`src/rtl/vga_sync_gen.sv`:
```
// -----------------------------------------------------------------------------
// vga_sync_gen
//
// Raster timing generator for the VGA display path. One pixel per in_clk
// cycle. Produces the current pixel coordinate plus the sync, display-enable
// and end-of-line / end-of-frame markers that describe that coordinate.
// Default parameters give 640x480 @ 60 Hz from a 25 MHz pixel clock.
//
// Every output is registered from the same next-state values, so in any
// cycle x_out, y_out, hsync, vsync, display_en, line_done, frame_done and
// frame_cnt all describe the same pixel (zero relative latency).
//
// Ports
//   in_clk      in   1   pixel clock
//   reset       in   1   asynchronous, active-low reset
//   x_out       out  10  horizontal count, 0..H_TOTAL-1
//   y_out       out  10  vertical count, 0..V_TOTAL-1
//   hsync       out  1   SYNC_ACTIVE during horizontal sync, else inverted
//   vsync       out  1   SYNC_ACTIVE during vertical sync lines, else inverted
//   display_en  out  1   high when (x_out, y_out) is a visible pixel
//   line_done   out  1   high on the last pixel of every line
//   frame_done  out  1   high on the last pixel of every frame
//   frame_cnt   out  8   frames completed since reset, modulo 256
//
// Horizontal machine
//   state | meaning
//   H_VIS | visible pixels,    x = 0 .. H_VISIBLE-1
//   H_FP  | front porch,       next H_FRONT pixels
//   H_SP  | sync pulse,        next H_SYNC pixels
//   H_BP  | back porch,        last H_BACK pixels, up to H_TOTAL-1
//
// Vertical machine (advances only on the cycle x wraps)
//   state | meaning
//   V_VIS | visible lines,     y = 0 .. V_VISIBLE-1
//   V_FP  | front porch,       next V_FRONT lines
//   V_SP  | sync pulse,        next V_SYNC lines
//   V_BP  | back porch,        last V_BACK lines, up to V_TOTAL-1
//
// H_TOTAL and V_TOTAL must not exceed 1024 and every phase must be at least
// one count long; other settings are unsupported.
// -----------------------------------------------------------------------------
module vga_sync_gen #(
  parameter int unsigned H_VISIBLE   = 640,
  parameter int unsigned H_FRONT     = 16,
  parameter int unsigned H_SYNC      = 96,
  parameter int unsigned H_BACK      = 48,
  parameter int unsigned V_VISIBLE   = 480,
  parameter int unsigned V_FRONT     = 10,
  parameter int unsigned V_SYNC      = 2,
  parameter int unsigned V_BACK      = 33,
  parameter logic        SYNC_ACTIVE = 1'b0
) (
  input  logic       in_clk,
  input  logic       reset,
  output logic [9:0] x_out,
  output logic [9:0] y_out,
  output logic       hsync,
  output logic       vsync,
  output logic       display_en,
  output logic       line_done,
  output logic       frame_done,
  output logic [7:0] frame_cnt
);

  localparam int unsigned H_TOTAL = H_VISIBLE + H_FRONT + H_SYNC + H_BACK;
  localparam int unsigned V_TOTAL = V_VISIBLE + V_FRONT + V_SYNC + V_BACK;

  // Last count of each phase; a machine leaves a phase on the cycle its
  // counter sits on that value.
  localparam logic [9:0] H_VIS_LAST = 10'(H_VISIBLE - 1);
  localparam logic [9:0] H_FP_LAST  = 10'(H_VISIBLE + H_FRONT - 1);
  localparam logic [9:0] H_SP_LAST  = 10'(H_VISIBLE + H_FRONT + H_SYNC - 1);
  localparam logic [9:0] H_LAST     = 10'(H_TOTAL - 1);

  localparam logic [9:0] V_VIS_LAST = 10'(V_VISIBLE - 1);
  localparam logic [9:0] V_FP_LAST  = 10'(V_VISIBLE + V_FRONT - 1);
  localparam logic [9:0] V_SP_LAST  = 10'(V_VISIBLE + V_FRONT + V_SYNC - 1);
  localparam logic [9:0] V_LAST     = 10'(V_TOTAL - 1);

  typedef enum logic [1:0] {
    H_VIS = 2'd0,
    H_FP  = 2'd1,
    H_SP  = 2'd2,
    H_BP  = 2'd3
  } h_state_t;

  typedef enum logic [1:0] {
    V_VIS = 2'd0,
    V_FP  = 2'd1,
    V_SP  = 2'd2,
    V_BP  = 2'd3
  } v_state_t;

  h_state_t   h_state;
  h_state_t   h_next;
  v_state_t   v_state;
  v_state_t   v_next;

  logic [9:0] x_next;
  logic [9:0] y_next;
  logic       x_wrap;
  logic       frame_wrap;

  logic       hsync_next;
  logic       vsync_next;
  logic       display_en_next;
  logic       line_done_next;
  logic       frame_done_next;
  logic [7:0] frame_cnt_next;

  // ---------------------------------------------------------------------------
  // State register: both machines, both counters and every output flop.
  // Reset is asynchronous so a reset in the middle of a sync pulse ends the
  // pulse immediately instead of at the next edge.
  // ---------------------------------------------------------------------------
  always_ff @(posedge in_clk or negedge reset) begin
    if (!reset) begin
      h_state    <= H_VIS;
      v_state    <= V_VIS;
      x_out      <= '0;
      y_out      <= '0;
      hsync      <= ~SYNC_ACTIVE;
      vsync      <= ~SYNC_ACTIVE;
      display_en <= 1'b1;
      line_done  <= 1'b0;
      frame_done <= 1'b0;
      frame_cnt  <= '0;
    end else begin
      h_state    <= h_next;
      v_state    <= v_next;
      x_out      <= x_next;
      y_out      <= y_next;
      hsync      <= hsync_next;
      vsync      <= vsync_next;
      display_en <= display_en_next;
      line_done  <= line_done_next;
      frame_done <= frame_done_next;
      frame_cnt  <= frame_cnt_next;
    end
  end

  // ---------------------------------------------------------------------------
  // Next-state logic: counters and phase machines.
  // ---------------------------------------------------------------------------
  always_comb begin
    x_wrap     = (x_out == H_LAST);
    frame_wrap = x_wrap && (y_out == V_LAST);

    x_next = x_wrap ? '0 : x_out + 10'd1;

    y_next = y_out;
    if (x_wrap) begin
      y_next = (y_out == V_LAST) ? '0 : y_out + 10'd1;
    end

    h_next = h_state;
    case (h_state)
      H_VIS:   if (x_out == H_VIS_LAST) h_next = H_FP;
      H_FP:    if (x_out == H_FP_LAST)  h_next = H_SP;
      H_SP:    if (x_out == H_SP_LAST)  h_next = H_BP;
      H_BP:    if (x_wrap)              h_next = H_VIS;
      default:                          h_next = H_VIS;
    endcase

    // Vertical phase only moves on the x wrap, which makes vsync line-based.
    v_next = v_state;
    if (x_wrap) begin
      case (v_state)
        V_VIS:   if (y_out == V_VIS_LAST) v_next = V_FP;
        V_FP:    if (y_out == V_FP_LAST)  v_next = V_SP;
        V_SP:    if (y_out == V_SP_LAST)  v_next = V_BP;
        V_BP:    if (y_out == V_LAST)     v_next = V_VIS;
        default:                          v_next = V_VIS;
      endcase
    end
  end

  // ---------------------------------------------------------------------------
  // Output logic: decoded from the next state so that, once registered, each
  // output lines up with the coordinate registered on the same edge.
  // ---------------------------------------------------------------------------
  always_comb begin
    hsync_next      = (h_next == H_SP) ? SYNC_ACTIVE : ~SYNC_ACTIVE;
    vsync_next      = (v_next == V_SP) ? SYNC_ACTIVE : ~SYNC_ACTIVE;
    display_en_next = (h_next == H_VIS) && (v_next == V_VIS);
    line_done_next  = (x_next == H_LAST);
    frame_done_next = (x_next == H_LAST) && (y_next == V_LAST);

    // Count the frame on the edge that leaves its last pixel, so the new
    // count appears together with coordinate (0, 0).
    frame_cnt_next = frame_wrap ? frame_cnt + 8'd1 : frame_cnt;
  end

endmodule
```
`config.mk`:
```
export PLATFORM = sky130hd
export DESIGN_NAME = vga_sync_gen
export DESIGN_NICKNAME = d
export VERILOG_FILES = /design/src/rtl/vga_sync_gen.sv
export SDC_FILE = /design/constraint.sdc
export NUM_CORES = 1
export LEC_CHECK = 0
export CAP_MARGIN = 20
export CORE_ASPECT_RATIO = 1.1
export CORE_MARGIN = 10
export CORE_UTILIZATION = 58
export CTS_BUF_LIST = sky130_fd_sc_hd__clkbuf_4
export CTS_CLUSTER_SIZE = 30
export DETAILED_ROUTE_END_ITERATION = 10
export PLACE_DENSITY = 0.95
export SYNTH_ARGS = -nofsm -noshare
export SYNTH_HDL_FRONTEND = slang
export SYNTH_SLANG_ARGS = --single-unit
export TNS_END_PERCENT = 50
```
`constraint.sdc`:
```
create_clock -name in_clk -period 3.44 [get_ports in_clk]
set_input_delay 0.344 -clock in_clk [delete_from_list [all_inputs] [get_ports in_clk]]
set_output_delay 0.344 -clock in_clk [all_outputs]
set_load 0.1 [all_outputs]
```
==> out/qor.yml <==
end_kind: "register"
core_mm2: 0.003276
grt.total_usage: 0.1495
fin_skew_ns: 0.004146
dp_cells: 257
cp_num_buf_inv: 0
r2r_end: "frame_done"
vdd_ir_drop_max_v: 0.0001918
synthSimpleGateAreaFrac: 0.2566
rrSetupSlack_ns: 0.95
max_stage_delay_ns: 0.67
diodes: 0
clock_path_buffers: 2
cts_inserted_buffers: 5
max_freq_mhz: 401.0
vias: 1595
path_cells: "ha_1 -> and4b_1 -> and4_1 -> nand2_2 -> o32ai_2 -> a21oi_1 -> and4bb_1"
nFillCells: 255
dpl_cell_area_mm2: 0.002296
r2r.worst_path.cells: 7
power_leakage_nw: 1.047
final_cell_area_mm2: 0.002351
syn_avg_cell_area_um2: 10.03
rows: 22
synth_top_family_by_area: "simple AND/OR/NAND/NOR gates"
cts.clk_slew.worst_paths_ns: 0.11
synthCells: 194
dp_slack_ns: 1.059
synth_cell_types: 45
h-tree-depth: 2
viasPerCell: 6.019
worst_slew_pin_slew_ns: 0.9827
clock_sinks: 37
fin_tns_setup_ns: 0
drt_iter0_markers: 182
critPathSlowestCell: "and4_1"
hold_class: "in -> async"
yosys_warnings: 0
synth.area.mux_share: 0.005788
wirelength_um: 4260
setup.worst_path.class: "reg -> reg"
power_density_mw_per_mm2: 286.0
synth_top_area_share: 0.4373
dp_hpwl_um: 3049
hold_violations: 0
area_growth_pct: 20.84
drc: 0
grt_pass1_vias: 1583
cts_tree: "built"
synth_compound_area_frac: 0.09839
ys.flop_type: "dfrtp_1"
drv_cap: 0
final_cells: 265
die_h_um: 80.75
first_pass_iters: 4
async_reset_ff_frac: 1.000
worstSkewPairLatency_ns: 0.34
seq_area_frac_synth: 0.4778
drt-wirelength-per-cell_um: 16.08
yosys.area.top_type: "dfrtp_1"
io_pins: 35
crit_family: "simple AND/OR/NAND/NOR gates"
postCtsHoldBufs: 0
antenna_found_initial: 0
post-route-min-period_ns: 2.494
synth_nets: 202
final_antenna_net_count: 0
outcome: "finished, final reports clean"
fp.dieArea_mm2: 0.006074
ys_ff_latch: 37
syn_area_mm2: 0.001946
fin_hold_ws_ns: 0.4058
synth_xor_area_frac: 0.08553
mostFrequentLayoutCells: "34 x dfrtp_1, 34 x clkdlybuf4s50_1, 15 x nand2_1"
portBuffers: 34
synth_edf_count: 0
grt_max_degree: 38
root_buffer: "clkbuf_4"
finalPower_uw: 672.3
critical_path.startpoint_type: "register"
die_w_um: 75.22
setup_viol: 0
rsz0062_at_grt: "false"
slew_violations: 0
slew_headroom: 0.3428
seq_area_um2: 929.6
synth_area_leaders: "dfrtp_1 44%, xnor2_1 6.3%, dfstp_2 4.1%"
critPathRequiredTime_ns: 3.72
postLayoutCoreUtil: 0.7177
multi_input_area_um2: 943.4
cts-resized-gates: 0
post_cts_buffers: 0
drive_gt1_frac: 0.07424
arrival_ns: 2.78
fin_ws_ns: 0.9461
routabilityCongestion: 0.8833
yosys.area_share.adder: 0.03859
grt_first_pass_wirelength_um: 7176
gr-total-overflow: 0
nets: 236
initial_core_util: 0.5940
r2r_start: "x_out[0]"
fin_crit_sh: 0.7250
cp_max_fo: 19
[kinds of logic after synthesis]
group                    after synthesis
flip-flops                            37
buffers and inverters                 16
AND/OR/NAND/NOR                       87
XOR/XNOR                              19
multiplexers                           1
AO/OA/AOI/OAI                         28
adder cells (fa/ha/maj)                6
[flip-flops by register name, indices dropped and copies added, names as in the netlist]
register / cells
y_out: 10
vsync: 1
x_out: 10
hsync: 1
line_done: 1
display_en: 1
v_state: 2
frame_done: 1
frame_cnt: 8
h_state: 2
[worst max path at each step]
stage	from	slack [ns]	cells past startpoint	to
after CTS	y_out[2]	0.96	1	y_out[2]
final	x_out[0]	0.95	7	frame_done
after detailed placement	x_out[0]	1.06	7	frame_done
after global routing	x_out[0]	0.79	7	frame_done
after global placement	x_out[0]	1.14	7	frame_done
after floorplan	y_out[0]	0.80	9	frame_cnt[7]
[area by class of cell]
cell class | instances | area share
repair buffers | 35 | 0.1480
flip-flops and latches | 37 | 0.3954
clock buffers | 6 | 0.01916
well taps | 36 | 0.01916
inverters | 8 | 0.01277
multi-input cells | 141 | 0.4013
clock inverters | 2 | 0.004258
[synth_stat cells, types with 3 or more instances]
cell type and count:
a21oi_1 5, and3_1 8, and4_1 3, buf_2 4, clkbuf_1 3, dfrtp_1 34, dfstp_2 3, ha_1 6
inv_1 8, nand2_1 15, nand2b_1 4, nand3_1 10, nand4_1 11, nor2_1 12, nor4_1 3, o21ai_0 8
o31ai_1 3, xnor2_1 14, xor2_1 5
[where the power goes]
part,leakage [nW],switching (mW),internal (mW),total (mW)
combinational,0.519,0.00778,0.00174,0.00952
clock,0.0354,0.142,0.0857,0.228
sequential,0.492,0,0.435,0.435
total,1.05,0.150,0.522,0.672
[routing by layer]
metal	vias up	share of wire	GRT usage
met3	9	0.092	0.05610
met2	58	0.49	0.2403
met1	766	0.40	0.1725
li1	762	-	-
met5	-	0	0
met4	0	0.020	0.07063
Note: power is estimated with default switching activity, not from simulation.
